File: src/rtl/cache_fill_fsm.sv
// cache_fill_fsm: fetches a 16-byte block as eight 16-bit reads and streams the
// returned words into the data array, writing the tag when the 8th word lands.
module cache_fill_fsm #(
    parameter int ADDR_WIDTH = 16
) (
    input  logic                  clk,
    input  logic                  rst,
    input  logic                  miss_detected,
    input  logic [ADDR_WIDTH-1:0] miss_address,
    input  logic [15:0]           memory_data,
    input  logic                  memory_data_valid,
    output logic                  fsm_busy,
    output logic                  mem_enable,
    output logic                  mem_wr,
    output logic [ADDR_WIDTH-1:0] memory_address,
    output logic                  write_data_array,
    output logic                  write_tag_array,
    output logic [ADDR_WIDTH-1:0] fill_addr,
    output logic [15:0]           fill_data
);
    typedef enum logic {IDLE, FILL} state_t;

    state_t                state_q;
    logic [ADDR_WIDTH-1:0] base_q;
    logic [3:0]            issue_q, recv_q;
    logic                  in_fill, last;

    always_ff @(posedge clk) begin
        if (rst) begin
            state_q <= IDLE;
            base_q  <= '0;
            issue_q <= '0;
            recv_q  <= '0;
        end else if (state_q == IDLE) begin
            if (miss_detected) begin
                state_q <= FILL;
                base_q  <= miss_address & ~ADDR_WIDTH'(4'hF);
                issue_q <= '0;
                recv_q  <= '0;
            end
        end else begin
            if (!issue_q[3]) issue_q <= issue_q + 4'd1;
            if (memory_data_valid) recv_q <= recv_q + 4'd1;
            if (last) state_q <= IDLE;
        end
    end

    // Offsets stay within the low nibble, so base + offset never carries past bit 3.
    always_comb begin
        in_fill          = state_q == FILL;
        fsm_busy         = in_fill;
        mem_enable       = in_fill && !issue_q[3];
        mem_wr           = 1'b0;
        memory_address   = mem_enable ? base_q + ADDR_WIDTH'({issue_q, 1'b0}) : '0;
        write_data_array = in_fill && memory_data_valid;
        last             = write_data_array && recv_q == 4'd7;
        write_tag_array  = last;
        fill_addr        = write_data_array ? base_q + ADDR_WIDTH'({recv_q, 1'b0}) : '0;
        fill_data        = memory_data;
    end
endmodule

File: config.mk
export PLATFORM = sky130hd
export DESIGN_NAME = cache_fill_fsm
export DESIGN_NICKNAME = d
export VERILOG_FILES = /design/src/rtl/cache_fill_fsm.sv
export SDC_FILE = /design/constraint.sdc
export NUM_CORES = 1
export LEC_CHECK = 0
export CAP_MARGIN = 10
export CORE_MARGIN = 1.5
export CORE_UTILIZATION = 39
export CTS_CLUSTER_DIAMETER = 40
export CTS_CLUSTER_SIZE = 16
export DETAILED_ROUTE_END_ITERATION = 16
export PLACE_DENSITY_LB_ADDON = 0.12
export SETUP_SLACK_MARGIN = 0.4
export SYNTH_ARGS = -nofsm -noshare
export SYNTH_HDL_FRONTEND = slang
export SYNTH_SLANG_ARGS = --single-unit
File: constraint.sdc
create_clock -name clk -period 2.25 [get_ports clk]
set_clock_uncertainty 0.05 [all_clocks]
set_input_delay 0.225 -clock clk [delete_from_list [all_inputs] [get_ports clk]]
set_output_delay 0.225 -clock clk [all_outputs]
set_load 0.05 [all_outputs]
Yosys cells after proc, flatten, opt, wreduce, memory -nomap -nowiden
Index checks and enable logic that the tools add are counted.
- latch bits: 0
- bits in writable memories: 0
- ROM bits: 0
- output and inout port bits: 53
- input port bits: 36
- bits in registers: 21
- logic and storage cells: 31
- memories kept: 0
- $add $sub $neg: 4
- equal/unequal tests: 3
- bitwise gates (word level): 1
- $mul: 0
- magnitude comparators: 0
- reductions and logical operators: 8
- div/mod/pow operators: 0
- shift-type cells: 0
- multiplexer cells: 10
- operators by type and width (cell ; count):
    adder 16 x 5 -> 16 bit ; 2
    two-way mux 16 bit ; 2
    two-way mux 4 bit ; 5
    adder 4 x 1 -> 4 bit, second input constant ; 2
    AND reduction 2 bit ; 3
    == test 4 x 3 -> 1 bit, second input constant ; 1
    inequality test 2 bit, second input constant ; 2
    logical AND 1 bit ; 3
    two-way mux 1 bit ; 3
    nonzero test 2 bit ; 1
    logical NOT 1 bit ; 1
    inverter 1 bit ; 1

Depth between registers and ports, before layout
Gate-level depths: netlist of the first run.
- word-level depth: 4
- mapped depth: 6
- gate-level depth less buffers: 5

Least setup slack after synthesis of the first run
OpenSTA, ideal clock, no wires.
- path kind: register to output
- start: reg state_q, in the netlist fsm_busy
- end: out fill_addr[14]
- data required time: 1.975 ns
- setup slack: -0.358 ns
- buffers on the path: 1
- data arrival time: 2.333 ns
- cell stages (with the launch flop): 6
- cells stage by stage: dfxtp_1 -> buf_2 -> nand2_1 -> inv_1 -> nand2b_1 -> mux2i_1
- longest elaborated chain between the ends: 2
- RTL lines (element ; RTL line ; source):
    start: declaration ; 23 ; state_t state_q;
    start signal: assignment ; 30 ; state_q <= IDLE;
    start signal: assignment ; 36 ; state_q <= FILL;
    start signal: assignment ; 44 ; if (last) state_q <= IDLE;
    logical AND 1 bit ; 55 ; write_data_array = in_fill && memory_data_valid;
    net write_data_array ; 16 ; output logic write_data_array,
    two-way mux 16 bit ; 58 ; fill_addr = write_data_array ? base_q + ADDR_WIDTH'({recv_q, 1'b0}) : '0;
    end: declaration ; 18 ; output logic [ADDR_WIDTH-1:0] fill_addr,
The timed path passes the listed nets, and every way through them passes these cells.

Worst setup path after layout of the first run
- start: reg issue_q[3]
- end: out memory_address[12]
- longest elaborated chain between the ends: 3
- elaborated cells between the ends (all ways): 4
- those cells by class: add/sub: 1; mux: 1; reduce/logical: 2
- RTL lines (element ; RTL line ; source):
    start: declaration ; 25 ; logic [3:0] issue_q, recv_q;
    start signal: assignment ; 42 ; if (!issue_q[3]) issue_q <= issue_q + 4'd1;
    parallel branches: the longest is 2 deep, another holds adder 16 x 5 -> 16 bit ; - ;
    two-way mux 16 bit * ; 54 ; memory_address = mem_enable ? base_q + ADDR_WIDTH'({issue_q, 1'b0}) : '0;
    end: declaration ; 15 ; output logic [ADDR_WIDTH-1:0] memory_address,
Every way passes the cells marked *.

==> results of run 1 <==
[how the worst max path moves through the flow]
stage                          to  depth (start not counted)
2_1_floorplan       fill_addr[14]                          4
3_3_place_gp   memory_address[14]                          6
3_5_place_dp   memory_address[14]                          6
4_1_cts        memory_address[12]                          7
5_1_grt        memory_address[12]                          7
6_report       memory_address[12]                          7
[repair_timing]
| action | CTS | global route |
|---|---|---|
| resized for setup | 28 | 22 |
| setup endpoints to repair | 16 | 20 |
| buffers inserted | 7 | 10 |
| pin swaps | 6 | 21 |
[cells in the final DEF, fill, tap and decap left out, types with 2 or more instances in the layout]
cell	instances
sky130_fd_sc_hd__nor2_2	3
sky130_fd_sc_hd__buf_4	28
sky130_fd_sc_hd__dfxtp_4	8
sky130_fd_sc_hd__o21ai_0	5
sky130_fd_sc_hd__xor2_1	5
sky130_fd_sc_hd__xnor2_1	3
sky130_fd_sc_hd__nand3_1	7
sky130_fd_sc_hd__nor3_1	3
sky130_fd_sc_hd__nor2_4	4
sky130_fd_sc_hd__and3_1	4
sky130_fd_sc_hd__nand2_1	33
sky130_fd_sc_hd__a21oi_4	12
sky130_fd_sc_hd__clkbuf_8	3
sky130_fd_sc_hd__or3_4	5
sky130_fd_sc_hd__nand3_4	3
sky130_fd_sc_hd__conb_1	3
sky130_fd_sc_hd__nand2b_1	5
sky130_fd_sc_hd__o31ai_1	5
sky130_fd_sc_hd__and2_1	5
sky130_fd_sc_hd__or4_4	6
sky130_fd_sc_hd__clkdlybuf4s50_1	16
sky130_fd_sc_hd__inv_1	3
sky130_fd_sc_hd__o31ai_2	2
sky130_fd_sc_hd__o21a_1	2
sky130_fd_sc_hd__dfxtp_1	8
sky130_fd_sc_hd__dfxtp_2	5
sky130_fd_sc_hd__buf_6	6
sky130_fd_sc_hd__ha_1	2
sky130_fd_sc_hd__buf_12	22
sky130_fd_sc_hd__nand4_1	4
sky130_fd_sc_hd__ha_4	4
sky130_fd_sc_hd__a21oi_1	19
[per-stage QoR]
step | area [sq um] | hold WS, ns | power, W
6_report | 2746 | 0.4000 | 0.0009178
5_1_grt | 2746 | 0.4001 | 0.0009634
4_1_cts | 2594 | 0.4003 | 0.0009277
3_5_place_dp | 2374 | 0.4003 | 0.0006786
3_3_place_gp | 2374 | 0.4003 | 0.0006757
2_1_floorplan | 1809 | 0.2543 | 0.0006611
[state kept, by name, indices dropped and copies added, names as in the netlist]
| register | count |
|---|---|
| base_q | 12 |
| issue_q | 4 |
| recv_q | 4 |
| fsm_busy | 1 |
[metal layers]
layer,global-route usage,wire [um],vias to the layer above,part of all wire
met5,0,0,-,0
met4,0.03316,16,0,0.0039
met3,0.03041,172,4,0.042
met2,0.3138,2084,51,0.50
met1,0.2466,1864,745,0.45
li1,-,-,813,-
[cell type report]
class / instances / area, sq um / share of cell area
repair buffers: 72 / 878.3 / 0.3198
well taps: 48 / 60.06 / 0.02187
flip-flops and latches: 21 / 456.7 / 0.1663
multi-input cells: 158 / 1284 / 0.4674
clock buffers: 4 / 45.04 / 0.01640
inverters: 5 / 22.52 / 0.008200
[power breakdown]
| group | leakage [nW] | switching [W] | internal [W] |
|---|---|---|---|
| Clock | 0.0228 | 0.000112 | 0.000126 |
| Sequential | 0.179 | 0.0000352 | 0.000385 |
| Combinational | 0.743 | 0.000153 | 0.000107 |
[logic make-up after synthesis]
group / count (synthesis) / share of synthesized area
and+or+nand+nor: 92 / 0.3055
AOI/OAI and AO/OA: 47 / 0.1671
buffers and inverters: 39 / 0.1519
DFF: 21 / 0.2673
xor gates and xnor gates: 8 / 0.04455
adders and majority gates: 6 / 0.04773
muxes: 2 / 0.01352
other: 1 / 0.002384
==> results list, run 1 <==
* Terminus of the critical flop-to-flop path: recv_q[3]$_SDFFE_PP0P_
* Inst Count DP: 287
- Adding up every negative setup slack in the final design gives 0 ns.
- After detailed routing, the number of remaining DRC violations is 0.
- Worst EP required: 1.98 ns
* CTS clock-pin slew for the worst setup and hold paths: 0.07 ns
- Routability-driven placement finished with a final weighted congestion of 0.7386.
- Based on the critical path, the design can be clocked at up to 456.5 MHz.
* # Max-Cap Violations: 0
- In this run the tightest slew margin relative to its limit is 0.5042.
- For this run, asynchronously set or reset flops after synthesis account for 0.
- Summed over all layers, the routed wires come to 4137 um.
- Final net count: 303
* EDFF count, synth: 0
- In the global route stage, overall resource usage came out at 0.1843.
- The worst path meets setup with 0.05937 ns of slack.
- The initial antenna violation count is 0.
- Subtracting the final worst setup slack from the clock period gives 2.191 ns.
* Number of buffers between clock root and the deepest sink: 2
* Flop-to-flop setup slack: 0.77 ns
* Final number of max-transition violations: 0
- Power density cells: 334.2 nW/um^2
* Number of cells in the finished layout apart from fillers: 308
- The share of synthesized area in the top cell type comes to 0.2673.
* Die Ht: 66.51 um
- Yosys mapped the design onto 35 distinct sky130hd cell types.
- The worst setup path is of the register to output pin kind.
* Detailed placement HPWL: 2912 um
- The share of the Yosys chip area taken by registers is 0.2673.
- After detailed routing, the average wire length per cell comes to 13.43 um.
- Reg-to-reg critical path startpoint: fsm_busy$_SDFF_PP0_
- Cell chain of the critical path: ha_4 -> ha_4 -> nand4_1 -> buf_4 -> or3_4 -> a21oi_4 -> buf_12
- Most frequent cell after synthesis: sky130_fd_sc_hd__nand2_1
- Worst reg-to-reg path cell count: 3
- Detailed-routing iteration count for the pre-antenna-repair pass: 5
- The die covers 4423 sq um.
- Prior to clock tree synthesis, the placed netlist has a worst setup slack of 0.1955 ns.
- On the critical path the largest part of the delay comes from simple AND/OR/NAND/NOR gates.
* Share of cells above drive strength 1: 0.4615
* Final core utilization: 0.7283
- Number of buffers created by CTS: 3
- Number of placement rows: 22
- Fin crit share: 0.9736
* Wire length of the first global-routing pass: 6520 um
- Counting flops and latches in the post-synthesis netlist gives 21.
- The critical path contains buffers and inverters numbering 2 combined.
* GR Overflow Total: 0
- Outcome: complete, no violations
- Count of boundary I/O pins: 89
- The worst hold path was traced through 0 stages.
* YS warnings: 0
- Clock network latency to the later pin of the worst-skew pair: 0.25 ns
- For this configuration, the core starts out at a cell density of 0.4171.
* Avg Vias per Cell: 5.237
- Floorplan core area: 3771 sq um
- Largest area contributor in the netlist: sky130_fd_sc_hd__dfxtp_1
- TritonCTS clock tree: yes
* RSZ-0062 raised after global routing: true
- The clock net in this run drives a total of 21 sinks.
* Dominant cells by area after synthesis: sky130_fd_sc_hd__dfxtp_1 27%, sky130_fd_sc_hd__a21oi_1 9.9%, sky130_fd_sc_hd__buf_4 9.5%
* Initial detailed-routing violation count: 59
- In the synthesized netlist the dominant register cell turns out to be sky130_fd_sc_hd__dfxtp_1.
- Worst path slowest cell: sky130_fd_sc_hd__dfxtp_2
* Leading cell types by count after synthesis: 34 x sky130_fd_sc_hd__nand2_1, 31 x sky130_fd_sc_hd__a21oi_1, 21 x sky130_fd_sc_hd__dfxtp_1, 20 x sky130_fd_sc_hd__buf_4, 11 x sky130_fd_sc_hd__nand3_1
- Data arrives at the worst endpoint at 1.92 ns.
* Total inserted antenna cells: 0
- The hold violation count in the final report came to 0.
- CP Max Fanout: 4
* CTS Root Buffer Type: sky130_fd_sc_hd__clkbuf_8
* Hold buffer count at cts: 0
- Hold path endpoint: fill_data[14]
- LEAKAGE: 0.9454 nW
- Cell area after technology mapping: 1573 sq um
* HP Class: input pin to output pin
- Number of H-tree branching levels: 1
- VDD sags by at most 301.6 uV.
- Die boundary width: 66.51 um
- Compared with the post-synthesis result, the final layout area differs by 74.62%.
- The worst setup path is launched from a register.
* Type of element capturing the critical path: output pin
- In this run the remaining antenna-violating nets after routing total 0.
* Delay of the slowest cell on the worst path: 0.36 ns
- Pin count of the biggest net entering global routing: 22
- During placement, the flow inserted port buffers numbering 49.
- The cell that appears most often on the critical path is sky130_fd_sc_hd__ha_4.
* Fillers: 275
* Transition time at the pin with the least slew margin: 0.7414 ns
* Final-report setup violation count: 0
* Startpoint of the worst setup timing path: issue_q[3]$_SDFFE_PP0P_
- Via count of the first global-routing pass: 1403
* Vias post-DR: 1613
- The average instance in the mapped netlist occupies 7.281 sq um.
* Startpoint of the most critical hold path: memory_data[14]
* Instance count of the mapped netlist: 216
No activity file was read; power rests on OpenSTA's default activity.
==> run 2, diff against run 1 <==
--- a/config.mk
+++ b/config.mk
@@ -5,7 +5,8 @@
 export SDC_FILE = /design/constraint.sdc
 export NUM_CORES = 1
 export LEC_CHECK = 0
-export CAP_MARGIN = 10
+export CAP_MARGIN = 20
+export CORE_ASPECT_RATIO = 2
 export CORE_MARGIN = 1.5
 export CORE_UTILIZATION = 39
 export CTS_CLUSTER_DIAMETER = 40
==> run 2 against run 1 <==
Global-route usage grew 4.2 points. Maximum frequency grew 2.2%. Setup slack gained 0.046 ns. Clock power grew 5%. Highest routed layer unchanged. Clock-buffer cell count shrank 1. First-iteration DRC count shrank 56%. Die area grew 0.52%. Via count grew 5.7%. Largest cell class unchanged. Combinational power grew 7.7%. Register-to-register slack lost 0.10 ns. Sequential power is essentially flat. Critical path type unchanged.
==> results list, run 2 (synthesis results as in run 1) <==
- Outcome: complete, no violations (unchanged).
- The worst endpoint data arrival time is 1.87 ns (was 1.92 ns).
- CP Max Fanout: 4 (unchanged)
* Terminus of the critical flop-to-flop path: base_q[4]$_SDFFE_PP0P_ (was recv_q[3]$_SDFFE_PP0P_)
* Power density cells: 333.6 nW/um^2 (was 334.2 nW/um^2)
- Capture point of the worst path: memory_address[10] (was memory_address[12])
- Final core utilization: 0.7380 (was 0.7283)
- CTS Root Buffer Type: sky130_fd_sc_hd__clkbuf_8 (unchanged)
* Registers with the most flip-flops: base_q x12, issue_q x4, recv_q x4 (unchanged)
- Top library cells by usage in the layout, fill and taps aside: 33 x sky130_fd_sc_hd__buf_4, 32 x sky130_fd_sc_hd__nand2_1, 21 x sky130_fd_sc_hd__buf_12, 19 x sky130_fd_sc_hd__a21oi_1, 15 x sky130_fd_sc_hd__clkdlybuf4s50_1 (was 33 x sky130_fd_sc_hd__nand2_1, 28 x sky130_fd_sc_hd__buf_4, 22 x sky130_fd_sc_hd__buf_12, 19 x sky130_fd_sc_hd__a21oi_1, 16 x sky130_fd_sc_hd__clkdlybuf4s50_1).
- Wire length of the first global-routing pass: 7452 um (was 6520 um)
* Startpoint of the worst setup timing path: issue_q[3]$_SDFFE_PP0P_ (unchanged)
- Multi-input gate area in the final layout: 1301 sq um (was 1284 sq um)
- The maximum operating frequency came to 466.3 MHz (was 456.5 MHz).
- Flop-to-flop setup slack: 0.67 ns (was 0.77 ns)
- The portion of the clock cycle consumed by the worst path in the final layout was 0.9531 (was 0.9736).
- Sum of negative setup slack: 0 ns (unchanged)
* Starting density of the core: 0.4092 (was 0.4171)
* Clock network latency to the later pin of the worst-skew pair: 0.27 ns (was 0.25 ns)
- GR Overflow Total: 0 (unchanged)
- Cell chain of the critical path: ha_4 -> ha_4 -> nand4_1 -> buf_4 -> or3_4 -> a21oi_4 -> buf_12 (unchanged)
* LEAKAGE: 0.9877 nW (was 0.9454 nW)
* Design area: 2836 sq um (was 2746 sq um)
- Reg-to-reg critical path startpoint: fsm_busy$_SDFF_PP0_ (unchanged)
- The CTS tree was yes (unchanged).
- Top register by number of flip-flops: base_q (unchanged)
* Worst reg-to-reg path cell count: 3 (unchanged)
* Count of input and output buffers: 49 (unchanged)
* Detailed-routing iteration count for the pre-antenna-repair pass: 4 (was 5)
- The floorplan row count is 32 (was 22).
* Category of the worst setup path launch point: register (unchanged)
- RSZ-0062 raised after global routing: true (unchanged).
- The CTS H-tree depth was 1 (unchanged).
- The all-layer global routing usage is 0.2265 (was 0.1843).
* Die boundary width: 47.91 um (was 66.51 um)
* DRC viols: 0 (unchanged)
- CP bufs+invs: 2 (unchanged)
- The category of the worst setup path capture point is an output pin (unchanged).
- The via count came to 1705 (was 1613).
- The hold violation count in the final report is 0 (unchanged).
* Number of buffers between clock root and the deepest sink: 2 (unchanged)
- Leading cell type in the layout, fill and taps excluded: sky130_fd_sc_hd__buf_4 (was sky130_fd_sc_hd__nand2_1)
- Wire length per cell: 15.06 um (was 13.43 um)
- Headroom to the max-slew limit: 0.4818 (was 0.5042)
- Transition time at the pin with the least slew margin: 0.7749 ns (was 0.7414 ns)
- Placed Area: 2400 sq um (was 2374 sq um)
- The I/O pin count was 89 (unchanged).
* Avg Vias per Cell: 5.362 (was 5.237)
- Fillers: 301 (was 275)
* Final RePlAce weighted congestion: 0.8034 (was 0.7386)
- Number of sinks driven by the clock tree: 21 (unchanged)
* Floorplan die area: 4446 sq um (was 4423 sq um)
* Kind of cell adding the most delay to the critical path: simple AND/OR/NAND/NOR gates (unchanged)
* Final net count: 310 (was 303)
- The number of setup violations in the final report was 0 (unchanged).
- The post-layout instance count excluding filler cells is 318 (was 308).
* Pin count of the biggest net entering global routing: 22 (unchanged)
- The post-route minimum period came to 2.144 ns (was 2.191 ns).
- Layout overhead on the synthesized area: 80.35% (was 74.62%)
* Register Area: 454.2 sq um (was 456.7 sq um)
- The most numerous cell on the critical path was sky130_fd_sc_hd__ha_4 (unchanged).
- Total inserted antenna cells: 0 (unchanged)
- Inst Count DP: 293 (was 287)
* Initial detailed-routing violation count: 26 (was 59)
* Worst EP required: 1.98 ns (about the same)
- WL final: 4789 um (was 4137 um)
- The clock transition time at the flip-flop clock pins of the worst setup and hold paths is 0.07 ns (about the same).
- Worst path slowest cell: sky130_fd_sc_hd__dfxtp_4 (was sky130_fd_sc_hd__dfxtp_2)
* Floorplan core area: 3844 sq um (was 3771 sq um)
* Detailed placement HPWL: 3315 um (was 2912 um)
* # Max-Cap Violations: 0 (unchanged)
- The number of buffers inserted during clock tree synthesis came to 3 (unchanged).
* Number of flip-flops under the largest register name: 12 (unchanged)
- Die Ht: 92.81 um (was 66.51 um)
- Delay of the slowest cell on the worst path: 0.36 ns (about the same)
- Max VDD drop: 461.4 uV (was 301.6 uV)
* Via count of the first global-routing pass: 1633 (was 1403)
* Antenna violations before repair: 0 (unchanged)
- The critical path class was register to output pin (unchanged).
* HP Class: input pin to output pin (unchanged)
- Share of cells above drive strength 1: 0.4944 (was 0.4615)
* Antenna-violating nets left: 0 (unchanged)
* Path length in cells of the critical path: 7 (unchanged)
- Final number of max-transition violations: 0 (unchanged)
- Hold buffer count at cts: 0 (unchanged)
## run 2: changes by cell type in the layout (fill, tap and decap cells not counted), moves of 2 or more
cell,delta
sky130_fd_sc_hd__buf_4,+5
sky130_fd_sc_hd__buf_6,+2
sky130_fd_sc_hd__nor2_1,+2
sky130_fd_sc_hd__nor2_2,-2
sky130_fd_sc_hd__o31ai_1,-2
## run 2: metal layers
metal	up-vias	global-route usage	wire length, um	part of all wire
li1	832	-	-	-
met2	64	0.4056	2842	0.59
met1	798	0.2425	1662	0.35
met3	11	0.02534	153	0.032
met5	-	0	0	0
met4	0	0.09910	131	0.027
## run 2: stage by stage
step / hold slack (ns) / total power [W] / worst slack, ns
2_1_floorplan: 0.2543 / 0.0006611 / 0.2780
5_1_grt: 0.4002 / 0.0009765 / 0.05864
3_5_place_dp: 0.4003 / 0.0006836 / 0.1536
4_1_cts: 0.4003 / 0.0009411 / 0.07147
3_3_place_gp: 0.4003 / 0.0006801 / 0.2051
6_report: 0.4001 / 0.0009463 / 0.1055
## run 2: final cells by class
type / count / area share
multi-input combinational: 158 / 0.4588
inverter: 5 / 0.008822
timing repair buffer: 79 / 0.3335
clock buffer: 3 / 0.01456
tap: 51 / 0.02250
clock inverter: 1 / 0.001764
sequential: 21 / 0.1601
## run 2: worst min-delay path by stage
stage,from,to,slack [ns],depth (start not counted)
6_report,memory_data[14],fill_data[14],0.40,0
3_3_place_gp,memory_data[0],fill_data[0],0.40,0
5_1_grt,memory_data[3],fill_data[3],0.40,0
2_1_floorplan,rst,issue_q[2]$_SDFFE_PP0P_,0.25,1
3_5_place_dp,memory_data[0],fill_data[0],0.40,0
4_1_cts,memory_data[0],fill_data[0],0.40,0
## run 2: power by group
| group | switching [W] | internal, W |
|---|---|---|
| clock network | 0.000125 | 0.000124 |
| logic | 0.000163 | 0.000116 |
| registers | 0.0000327 | 0.000386 |
## run 2: repair_timing
item	4_1_cts	5_1_grt
endpoints found under the setup margin	21	26
setup buffers	13	8
pin swaps	12	9
gates resized for setup	39	20
## run 2: worst reg2reg max path, cell delays in order (launching register included)
cell                       delay, ns
sky130_fd_sc_hd__dfxtp_2        0.46
sky130_fd_sc_hd__nand2b_1       0.61
sky130_fd_sc_hd__nand2_1        0.16
sky130_fd_sc_hd__a21oi_1        0.20
